===== src/rtl/btn_pkg.sv =====
// Shared types and defaults for the button debounce block.
package btn_pkg;

   typedef enum logic {
      STABLE  = 1'b0,
      PENDING = 1'b1
   } btn_db_state_t;

   localparam int N_BTN_DEF           = 4;
   localparam int DEBOUNCE_CYCLES_DEF = 16;

endpackage


===== src/rtl/btn_debounce_ch.sv =====
// One button channel: 2-flop synchroniser, debounce FSM, edge pulses.
// Sticky press flag present only when BTN_DEBOUNCE_STICKY_EN is defined.
module btn_debounce_ch
   import btn_pkg::*;
#(
   parameter int DEBOUNCE_CYCLES = DEBOUNCE_CYCLES_DEF
) (
   input  logic clock,
   input  logic reset,
   input  logic btn_in,
   input  logic press_clr,
   output logic btn_stable,
   output logic btn_rise,
   output logic btn_fall,
   output logic press_flag
);

   localparam int CW = $clog2(DEBOUNCE_CYCLES + 1);
   localparam logic [CW-1:0] CNT_ONE  = CW'(1);
   localparam logic [CW-1:0] CNT_LAST = CW'(DEBOUNCE_CYCLES - 1);

   logic          r_ff1;
   logic          r_ff2;
   btn_db_state_t r_state;
   logic [CW-1:0] r_cnt;
   logic          r_stable;
   logic          r_rise;
   logic          r_fall;

   btn_db_state_t w_state_nxt;
   logic [CW-1:0] w_cnt_nxt;
   logic          w_accept;
   logic          w_diff;
   logic          w_stable_nxt;
   logic          w_rise_nxt;
   logic          w_fall_nxt;

   assign w_diff = r_ff2 ^ r_stable;

   always_ff @(posedge clock or negedge reset) begin
      if (!reset) begin
         r_ff1    <= 1'b0;
         r_ff2    <= 1'b0;
         r_state  <= STABLE;
         r_cnt    <= '0;
         r_stable <= 1'b0;
         r_rise   <= 1'b0;
         r_fall   <= 1'b0;
      end else begin
         r_ff1    <= btn_in;
         r_ff2    <= r_ff1;
         r_state  <= w_state_nxt;
         r_cnt    <= w_cnt_nxt;
         r_stable <= w_stable_nxt;
         r_rise   <= w_rise_nxt;
         r_fall   <= w_fall_nxt;
      end
   end

   always_comb begin
      w_state_nxt = r_state;
      w_cnt_nxt   = r_cnt;
      w_accept    = 1'b0;
      unique case (r_state)
         STABLE: begin
            w_cnt_nxt = '0;
            if (w_diff) begin
               if (DEBOUNCE_CYCLES == 1) begin
                  w_accept = 1'b1;
               end else begin
                  w_state_nxt = PENDING;
                  w_cnt_nxt   = CNT_ONE;
               end
            end
         end
         PENDING: begin
            if (!w_diff) begin
               w_state_nxt = STABLE;
               w_cnt_nxt   = '0;
            end else if (r_cnt == CNT_LAST) begin
               w_accept    = 1'b1;
               w_state_nxt = STABLE;
               w_cnt_nxt   = '0;
            end else begin
               w_cnt_nxt = r_cnt + CNT_ONE;
            end
         end
      endcase
   end

   always_comb begin
      w_stable_nxt = w_accept ? r_ff2 : r_stable;
      w_rise_nxt   = w_accept & r_ff2;
      w_fall_nxt   = w_accept & ~r_ff2;
   end

   assign btn_stable = r_stable;
   assign btn_rise   = r_rise;
   assign btn_fall   = r_fall;

`ifdef BTN_DEBOUNCE_STICKY_EN
   logic r_flag;

   // Flag follows the registered rise, so a clear seen alongside it loses.
   always_ff @(posedge clock or negedge reset) begin
      if (!reset) begin
         r_flag <= 1'b0;
      end else if (r_rise) begin
         r_flag <= 1'b1;
      end else if (press_clr) begin
         r_flag <= 1'b0;
      end
   end

   assign press_flag = r_flag;
`else
   logic w_clr_unused;

   assign w_clr_unused = press_clr;
   assign press_flag   = 1'b0;
`endif

endmodule


===== src/rtl/btn_debounce.sv =====
// Multi-channel button conditioner: N_BTN independent debounce channels.
// Optional sticky press flags via BTN_DEBOUNCE_STICKY_EN.
module btn_debounce
   import btn_pkg::*;
#(
   parameter int N_BTN           = N_BTN_DEF,
   parameter int DEBOUNCE_CYCLES = DEBOUNCE_CYCLES_DEF
) (
   input  logic             clock,
   input  logic             reset,
   input  logic [N_BTN-1:0] btn_in,
   input  logic [N_BTN-1:0] press_clr,
   output logic [N_BTN-1:0] btn_stable,
   output logic [N_BTN-1:0] btn_rise,
   output logic [N_BTN-1:0] btn_fall,
   output logic [N_BTN-1:0] press_flags
);

   for (genvar i = 0; i < N_BTN; i++) begin : g_ch
      btn_debounce_ch #(
         .DEBOUNCE_CYCLES(DEBOUNCE_CYCLES)
      ) u_ch (
         .clock     (clock),
         .reset     (reset),
         .btn_in    (btn_in[i]),
         .press_clr (press_clr[i]),
         .btn_stable(btn_stable[i]),
         .btn_rise  (btn_rise[i]),
         .btn_fall  (btn_fall[i]),
         .press_flag(press_flags[i])
      );
   end

endmodule

===== config.mk =====
export PLATFORM = sky130hd
export DESIGN_NAME = btn_debounce
export DESIGN_NICKNAME = d
export VERILOG_FILES = /design/src/rtl/btn_pkg.sv /design/src/rtl/btn_debounce_ch.sv /design/src/rtl/btn_debounce.sv
export SDC_FILE = /design/constraint.sdc
export NUM_CORES = 1
export LEC_CHECK = 0
export BUFFER_PORTS_ARGS = -buffer_cell sky130_fd_sc_hd__buf_2
export CAP_MARGIN = 20
export CORE_MARGIN = 1
export CORE_UTILIZATION = 35
export CTS_BUF_LIST = sky130_fd_sc_hd__clkbuf_4 sky130_fd_sc_hd__clkbuf_8
export CTS_CLUSTER_DIAMETER = 40
export CTS_CLUSTER_SIZE = 25
export DETAILED_ROUTE_END_ITERATION = 16
export PLACE_DENSITY_LB_ADDON = 0.25
export SLEW_MARGIN = 10
export SYNTH_ARGS = -nofsm -noshare
export SYNTH_HDL_FRONTEND = slang
export SYNTH_SLANG_ARGS = --single-unit

===== constraint.sdc =====
create_clock -name clock -period 2.7 [get_ports clock]
set_input_delay 0.405 -clock clock [delete_from_list [all_inputs] [get_ports clock]]
set_output_delay 0.405 -clock clock [all_outputs]
set_load 0.005 [all_outputs]

### Word level (Yosys, flattened, before mapping)

Index checks and enable logic that the tools add are counted.

* latch bits: 0
* ROM bits: 0
* bits of input ports: 10
* RAM bits: 0
* word-level logic and storage cells: 100
* register bits: 44
* memories: 0
* output and inout bits: 16

* equality and inequality tests: 4
* multiplexer cells: 44
* add/subtract/negate cells: 4
* shift-type cells: 0
* bitwise operators: 20
* divide/modulo/power cells: 0
* order comparisons: 0
* reductions and logical operators: 0
* $mul: 0

Operators with widths (count)
* 5-bit 2-to-1 mux: 8
* 5-bit one-hot mux with 2 select lines: 4
* 1-bit 2-to-1 mux: 28
* 5-bit by 1-bit adder with 5-bit output (second input constant): 4
* 5-bit by 4-bit == test with 1-bit output (second input constant): 4
* 1-bit AND: 8
* 1-bit NOT: 8
* 1-bit one-hot mux with 2 select lines: 4
* 1-bit XOR: 4

### Logic depth before layout (Yosys ltp)

Gate-level depths: netlist (run 1).

* word-level depth: 5
* mapped depth: 4
* mapped depth without buffers: 4

### Hierarchy

Synthesis (run 1) repeated with hierarchy kept, for this count alone.

* cell total of the unflattened synthesis: 132
* area, all modules: 1721.7 µm²

By module, submodules not included
* btn_debounce_ch: cells an instance 33, area an instance 430.4 µm², sequential area each 275.3 µm², times used 4

### Least setup slack after synthesis (run 1)

OpenSTA, ideal clock, no wires.

* path kind: reg2reg
* start point: reg g_ch[2].u_ch.r_cnt[0]
* end point: reg g_ch[2].u_ch.r_stable
* buffers on the path: 0
* slack: 1.400 ns
* arrival: 1.175 ns
* cell stages (with the launch flop): 5
* data required time: 2.575 ns
* library setup time: 0.125 ns
* cells stage by stage: dfrtp_1 > ha_1 > and4b_1 > nand2_1 > mux2_4

* cells in the longest elaborated chain, start to end: 4

Ends and longest elaborated chain
* start, declared: RTL line btn_debounce_ch.sv:25 `logic [CW-1:0] r_cnt;`
* start signal, assigned: RTL line btn_debounce_ch.sv:53 `r_cnt <= w_cnt_nxt;`
* 5-bit by 4-bit == test with 1-bit output: RTL line btn_debounce_ch.sv:80 `end else if (r_cnt == CNT_LAST) begin`
* 1-bit 2-to-1 mux: RTL line btn_debounce_ch.sv:80
* 1-bit 2-to-1 mux: RTL line btn_debounce_ch.sv:77 `if (!w_diff) begin`
* 1-bit 2-to-1 mux: RTL line btn_debounce_ch.sv:64 `unique case (r_state)`
* end signal, assigned: RTL line btn_debounce_ch.sv:54 `r_stable <= w_stable_nxt;`
* end, declared: RTL line btn_debounce_ch.sv:26 `logic r_stable;`

No other way between the ends.
A chain may end at the register's enable or synchronous reset.

### Final worst setup path (run 1)

* start point: reg g_ch[3].u_ch.r_cnt[0]
* end point: reg g_ch[3].u_ch.r_stable

* cells in the longest elaborated chain, start to end: 4

Ends and longest elaborated chain (RTL line)
* start, declared: btn_debounce_ch.sv:25
* start signal, assigned: btn_debounce_ch.sv:53
* 5-bit by 4-bit == test with 1-bit output: btn_debounce_ch.sv:80
* 1-bit 2-to-1 mux: btn_debounce_ch.sv:80
* 1-bit 2-to-1 mux: btn_debounce_ch.sv:77
* 1-bit 2-to-1 mux: btn_debounce_ch.sv:64
* end signal, assigned: btn_debounce_ch.sv:54
* end, declared: btn_debounce_ch.sv:26

No other way between the ends.

==> metrics.md, run 1 <==
| Metric | Value |
|---|---|
| Commonest non-fill, non-tap cell in the layout | sky130_fd_sc_hd__dfrtp_1 |
| Initial antenna violation count | 0 |
| Worst r2r path cells | 4 |
| Die Width | 73.6 um |
| Row count | 25 |
| Timing-limited maximum frequency | 725 MHz |
| Net switching fraction of the power | 0.211 |
| Number of top-level pins | 26 |
| Synth cell types | 20 |
| Final HPWL DP | 1710 um |
| Tcrit/Tclk final | 0.511 |
| # nets final | 166 |
| Combinational cell fraction of total power | 0.039 |
| Clock Skews | 5.19 ps |
| Post-DR vias/cell | 4.51 |
| Number of global-route vias before repair | 982 |
| Placeable core area | 4820 um^2 |
| Clock latency of the later-clocked register in the worst-skew pair | 280 ps |
| Count of filler cells inserted in the layout | 475 |
| Number of hold-repair buffers added at the cts stage | 0 |
| Count of buffering cells on the critical path with inverters included | 0 |
| Setup slack of the worst register-to-register path | 1320 ps |
| XOR/XNOR share of the synthesized area | 0.0585 |
| Startpoint type of the worst setup path | flop |
| Post-synthesis mux area share | 0.0334 |
| Number of instances in the synthesized netlist | 141 |
| Endpoint required time on the critical path | 2870 ps |
| Number of logic stages on the critical path including buffering | 4 |
| Number of detailed-route iterations in the first pass | 4 |
| Layout cell share with drive strength beyond 1 | 0.213 |
| Number of inserted diodes | 0 |
| Initial core utilization | 0.373 |
| Compound-cell area share of the yosys netlist | 0.0111 |
| TritonCTS clock tree | yes |
| Source of the worst register-to-register timing path | g_ch[3].u_ch.r_cnt[0] |
| Proportion of netlist area held by the largest area contributor | 0.613 |
| Critical Path Slowest Stage Cell | sky130_fd_sc_hd__dfrtp_1 |
| Internal power of the cells | 0.000858 W |
| Final ANT Viol Nets | 0 |
| Clock input transition at the sequential cells of the worst setup and hold paths | 80 ps |
| Minimum clock period after layout | 1380 ps |
| Share of synthesized cell area in and, or, nand and nor gates | 0.187 |
| Dominant combinational cell family by area after synthesis | simple AND/OR/NAND/NOR gates |
| Crit path arrival time | 1550 ps |
| Total Negative Setup Slacks | 0 ps |
| Proportion of power drawn by the clock network | 0.328 |
| Most frequent cells in the layout | 44 x sky130_fd_sc_hd__dfrtp_1, 17 x sky130_fd_sc_hd__buf_2, 9 x sky130_fd_sc_hd__and2_1 |
| Leak pwr | 0.929 nW |
| Register bit count reported by yosys | 44 |
| Aggregate global-route resource usage | 0.107 |
| Count of yosys warnings during synthesis | 0 |
| Setup repair after global routing missed its margin | false |
| HP Class | input pin to flop |
| Cell taking the most area after synthesis | sky130_fd_sc_hd__dfrtp_1 |
| Pins Over Slew Limit | 0 |
| Relative slew slack | 0.377 |
| Wire length of the first global-routing pass | 4350 um |
| Net switching power figure | 0.000229 W |
| Vias after detailed routing | 979 |
| IR Drop Worst-Case VDD | 223 uV |
| Worst setup endpoint | g_ch[3].u_ch.btn_stable |
| Number of buffers added for setup after CTS | 0 |
| Total power consumption of the routed design | 0.00109 W |
| Detailed-route wire length per cell | 11.5 um |
| Post-detailed-routing wire length | 2490 um |
| Finish-stage setup viols | 0 |
| Syn avg cell area | 12.7 um^2 |
| Slowest cell delay on critical path | 400 ps |
| Worst Setup SP | g_ch[3].u_ch.r_cnt[0] |
| CTS sink count | 44 |
| Number of buffers inserted during clock tree synthesis | 5 |
| Clock root buffer master | sky130_fd_sc_hd__clkbuf_8 |
| Number of gates given a new drive strength after cts | 0 |
| Overflow left after global routing | 0 |
| Total die area | 5420 um^2 |
| H-tree lvl count | 2 |
| Worst-Margin Slew | 935 ps |
| Synthesized area | 1800 um^2 |
| Power density over the cells | 565 nW/um^2 |
| Reg-to-reg endpoint | g_ch[3].u_ch.btn_stable |
| Adder and majority cell fraction of the synthesized area | 0.0279 |
| Last weighted congestion value of the routability-driven placer | 0.785 |
| Cell Chain, Critical Path | ha_1, and4b_4, nand2_2, mux2_4 |
| Post-route DRC violation count | 0 |
| Sequential share of power | 0.633 |
| Worst Path Max Fanout | 5 |
| Category of cells accounting for the largest share of critical-path delay | flip-flops |
| Max_cap viols | 0 |
| Critical Path End Type | flop |
| Area growth from synthesis to layout | 7.18% |
| CTS Buffer Depth | 2 |
| Pin count of the biggest net entering global routing | 45 |
| Run status | finished clean |
| Iter 0 DRT Violations | 41 |
| Hold Fails Final Rpt | 0 |
| Y dimension of the die | 73.6 um |
| Crit Path Class | flop to flop |
| Sequential area share after synthesis | 0.613 |
| Top post-synthesis cells by area | sky130_fd_sc_hd__dfrtp_1 61%, sky130_fd_sc_hd__buf_4 6.7%, sky130_fd_sc_hd__xor2_1 3.9% |
| PortBufs | 17 |
| Worst hold margin | 227 ps |
## power by group through the flow
stage	clock, W	sequential, W	combinational [W]
after floorplan	0	0.000699	0.0000274
after global placement	0	0.000701	0.0000426
after detailed placement	0	0.000701	0.0000439
after CTS	0.000376	0.000688	0.0000443
after global routing	0.000396	0.000691	0.0000504
final	0.000356	0.000688	0.0000425
## cell type report
cell class	count	area (um^2)	share of cell area
clock buffers	5	68.8	0.0358
multi-input cells	84	586	0.304
flip-flops and latches	44	1100	0.572
repair buffers	17	85.1	0.0442
well taps	67	83.8	0.0436
## per-stage QoR
stage | worst slack [ps] | utilization | cell area (um^2) | cells
after detailed placement | 1320 | 0.385 | 1860 | 212
after global placement | 1340 | 0.385 | 1860 | 212
after floorplan | 1400 | - | 1810 | 144
final | 1320 | 0.399 | 1920 | 217
after global routing | 1250 | 0.399 | 1920 | 217
after CTS | 1310 | 0.399 | 1920 | 217
## worst min path at each step
stage,startpoint,end,slack [ps],cells past startpoint
floorplan,reset,g_ch[0].u_ch.btn_fall,110,0
global placement,g_ch[0].u_ch.r_ff1,g_ch[0].u_ch.r_ff2,330,0
detailed placement,g_ch[0].u_ch.r_ff1,g_ch[0].u_ch.r_ff2,340,0
CTS,btn_in[2],g_ch[2].u_ch.r_ff1,210,1
global route,btn_in[3],g_ch[3].u_ch.r_ff1,210,1
finish,btn_in[2],g_ch[2].u_ch.r_ff1,230,1
## synth_stat cells (all sizes together)
cell / count
nand3: 8
xnor2: 4
and2: 9
xor2: 8
buf: 16
ha: 4
nand2: 11
and4: 3
nor2: 7
and3: 3
nor4: 4
nor3: 4
mux2: 4
dfrtp: 44
and4b: 4
nor3b: 3
o21ai: 4
conb: 1
## layer usage
metal	part of all wire	global-route usage
met1	0.46	0.134
met2	0.50	0.167
met3	0.031	0.0370
met4	0.010	0.0449
met5	0	0
## kinds of logic (layout without fill, tap and decap cells)
group                      after synthesis  after routing
other                                    1              4
and+or+nand+nor                         56             56
buffers and inverters                   16             22
muxes                                    4              4
DFF                                     44             44
xor gates and xnor gates                12             12
AOI/OAI and AO/OA                        4              4
adders and majority gates                4              4
## registers in the layout (all words and copies together), names as in the netlist
signal and flops:
g_ch.u_ch.r_ff2 4, g_ch.u_ch.btn_stable 4, g_ch.u_ch.btn_fall 4, g_ch.u_ch.r_cnt 20, g_ch.u_ch.r_state 4, g_ch.u_ch.r_ff1 4
g_ch.u_ch.btn_rise 4
(Power assumes the default switching activity.)
==> run 2: changes to the inputs <==
==> constraint.sdc (replaced) <==
create_clock -name clock -period 1.2 [get_ports clock]
set_input_delay 0.18 -clock clock [delete_from_list [all_inputs] [get_ports clock]]
set_output_delay 0.18 -clock clock [all_outputs]
set_load 0.005 [all_outputs]
==> run 2 against run 1 <==
Compared with the run above: the flow now finishes with violations (negative setup slack); sequential share of layout area decreased by 11 points; setup slack lost 1400 ps; die area is the same; combinational power grew to 4.2 times the previous value; final area increased by 23%; register-to-register slack worse by 1400 ps; fmax up 8.1%; hold slack improved by 130 ps; clock power grew to 3.3 times the previous value; highest routed layer unchanged.
==> metrics.md, run 2 (same netlist as run 1, synthesis figures left out) <==
| Metric | Value |
|---|---|
| Run status | finished with violations (was finished clean) |
| Violations in the final reports | negative setup slack |
| Minimum clock period after layout | 1280 ps (was 1380 ps) |
| Total Negative Setup Slacks | -287 ps (was 0 ps) |
| Row count | 25 (unchanged) |
| Routing usage on met3 | 0.0412 (was 0.0370) |
| Crit Path Class | flop to flop (unchanged) |
| Tcrit/Tclk final | 1.06 (was 0.511) |
| Final HPWL DP | 1950 um (was 1710 um) |
| Worst r2r path cells | 4 (unchanged) |
| Clock root buffer master | sky130_fd_sc_hd__clkbuf_8 (unchanged) |
| Aggregate global-route resource usage | 0.118 (was 0.107) |
| Area after detailed placement | 2040 um^2 (was 1860 um^2) |
| Max FFs per register | 20 (unchanged) |
| Post-DR vias/cell | 4.46 (was 4.51) |
| Worst hold stages | 0 (was 1) |
| Hold Fails Final Rpt | 0 (unchanged) |
| Clock input transition at the sequential cells of the worst setup and hold paths | 80 ps (about the same) |
| Setup slack of the worst register-to-register path | -80 ps (was 1320 ps) |
| Number of buffers inserted during clock tree synthesis | 5 (unchanged) |
| Cell Count Post-Placement | 234 (was 212) |
| Iter 0 DRT Violations | 48 (was 41) |
| Endpoint required time on the critical path | 1380 ps (was 2870 ps) |
| Wire length of the first global-routing pass | 4680 um (was 4350 um) |
| Die Width | 73.6 um (unchanged) |
| Overflow left after global routing | 0 (unchanged) |
| Crit path arrival time | 1460 ps (was 1550 ps) |
| Commonest non-fill, non-tap cell in the layout | sky130_fd_sc_hd__dfrtp_1 (unchanged) |
| Initial antenna violation count | 0 (unchanged) |
| Met2 track demand over resource | 0.185 (was 0.167) |
| Reg-to-reg endpoint | g_ch[2].u_ch.btn_stable (was g_ch[3].u_ch.btn_stable) |
| Worst min-delay path endpoint | g_ch[3].u_ch.r_ff2 (was g_ch[2].u_ch.r_ff1) |
| HP Class | flop to flop (was input pin to flop) |
| Largest register by flop count | g_ch.u_ch.r_cnt (unchanged) |
| Y dimension of the die | 73.6 um (unchanged) |
| Number of detailed-route iterations in the first pass | 4 (unchanged) |
| Max_cap viols | 0 (unchanged) |
| Layout cell share with drive strength beyond 1 | 0.426 (was 0.213) |
| Startpoint type of the worst setup path | flop (unchanged) |
| PortBufs | 17 (unchanged) |
| Initial core utilization | 0.373 (unchanged) |
| Pin count of the biggest net entering global routing | 45 (unchanged) |
| Vias after detailed routing | 1115 (was 979) |
| Clock latency of the later-clocked register in the worst-skew pair | 290 ps (was 280 ps) |
| Area growth from synthesis to layout | 31.8% (was 7.18%) |
| Finish-stage setup viols | 5 (was 0) |
| Post-route DRC violation count | 0 (unchanged) |
| Cell Count, Final, Fillers Out | 250 (was 217) |
| Power density over the cells | 1220 nW/um^2 (was 565 nW/um^2) |
| Area of all placed cells without fillers | 2370 um^2 (was 1920 um^2) |
| Number of inserted diodes | 0 (unchanged) |
| Most frequent cells in the layout | 44 x sky130_fd_sc_hd__dfrtp_1, 23 x sky130_fd_sc_hd__buf_4, 17 x sky130_fd_sc_hd__buf_2, 9 x sky130_fd_sc_hd__and2_1, 7 x sky130_fd_sc_hd__nor2_1 (was 44 x sky130_fd_sc_hd__dfrtp_1, 17 x sky130_fd_sc_hd__buf_2, 9 x sky130_fd_sc_hd__and2_1) |
| Global-route track usage on met1 | 0.143 (was 0.134) |
| IR Drop Worst-Case VDD | 685 uV (was 223 uV) |
| Critical Path End Type | flop (unchanged) |
| Timing-limited maximum frequency | 784 MHz (was 725 MHz) |
| Last weighted congestion value of the routability-driven placer | 0.810 (was 0.785) |
| Final core utilization | 0.491 (was 0.399) |
| Placeable core area | 4820 um^2 (unchanged) |
| Post-detailed-routing wire length | 2870 um (was 2490 um) |
| Worst Path Max Fanout | 2 (was 5) |
| Detailed-route wire length per cell | 11.5 um (about the same) |
| H-tree lvl count | 2 (unchanged) |
| Clock Skews | 8.05 ps (was 5.19 ps) |
| Total power consumption of the routed design | 0.00289 W (was 0.00109 W) |
| Total die area | 5420 um^2 (unchanged) |
| Final ANT Viol Nets | 0 (unchanged) |
| Source of the worst register-to-register timing path | g_ch[2].u_ch.r_cnt[0] (was g_ch[3].u_ch.r_cnt[0]) |
| Hold wc startpoint | g_ch[3].u_ch.r_ff1 (was btn_in[2]) |
| CTS Buffer Depth | 2 (unchanged) |
| Leak pwr | 1.12 nW (was 0.929 nW) |
| Number of global-route vias before repair | 1087 (was 982) |
| Min setup slack post-route | -76.3 ps (was 1320 ps) |
| Pins Over Slew Limit | 0 (unchanged) |
| CTS sink count | 44 (unchanged) |
| Number of top-level pins | 26 (unchanged) |
| Global-route layer with the greatest usage | met2 (unchanged) |
| # nets final | 196 (was 166) |
| Setup repair after global routing missed its margin | true (was false) |
| TritonCTS clock tree | yes (unchanged) |
## run 2: final cells by class
type,count,area (um^2)
multi-input cells,84,722
clock inverters,2,38.8
fillers,457,2450
repair buffers,47,339
clock buffers,6,82.6
flip-flops and latches,44,1100
well taps,67,83.8
## run 2: metal layers
metal,up-vias,wire length (um)
met5,-,0
met3,7,110
met1,548,1290
li1,541,-
met2,19,1420
met4,0,55
## run 2: repair_timing
action | in CTS | in global routing
buffers inserted | 2 | 3
hold buffers | 5 | 0
pin swaps | 2 | 8
gates resized for setup | 4 | 19
endpoints found under the setup margin | 8 | 18
hold endpoints to repair | 48 | 0
## run 2: how the worst max path moves through the flow
stage	from	to	cells past startpoint
global placement	g_ch[0].u_ch.r_cnt[0]	g_ch[0].u_ch.btn_stable	4
detailed placement	g_ch[3].u_ch.r_cnt[0]	g_ch[3].u_ch.btn_stable	4
global route	g_ch[0].u_ch.r_cnt[0]	g_ch[0].u_ch.btn_stable	4
CTS	g_ch[3].u_ch.r_cnt[0]	g_ch[3].u_ch.btn_stable	4
finish	g_ch[2].u_ch.r_cnt[0]	g_ch[2].u_ch.btn_stable	4
floorplan	g_ch[2].u_ch.r_cnt[1]	g_ch[2].u_ch.btn_stable	4
## run 2: per-stage QoR
| stage | hold WS (ps) | worst slack (ps) |
|---|---|---|
| CTS | 358 | -78.1 |
| global placement | 173 | -52.5 |
| floorplan | -116 | -45.1 |
| global route | 363 | -122 |
| detailed placement | 174 | -88.9 |
| finish | 355 | -76.3 |
## run 2: power breakdown
part	total, W	internal (W)	switching [W]
clock network	0.00116	0.000680	0.000477
registers	0.00155	0.00152	0.0000301
logic	0.000179	0.0000912	0.0000880
## run 2: critical path, stage by stage (launching register included)
cell                      delay (ps)
sky130_fd_sc_hd__dfrtp_1         400
sky130_fd_sc_hd__ha_2            190
sky130_fd_sc_hd__and4b_1         200
sky130_fd_sc_hd__nand2_2          80
sky130_fd_sc_hd__mux2_4          290
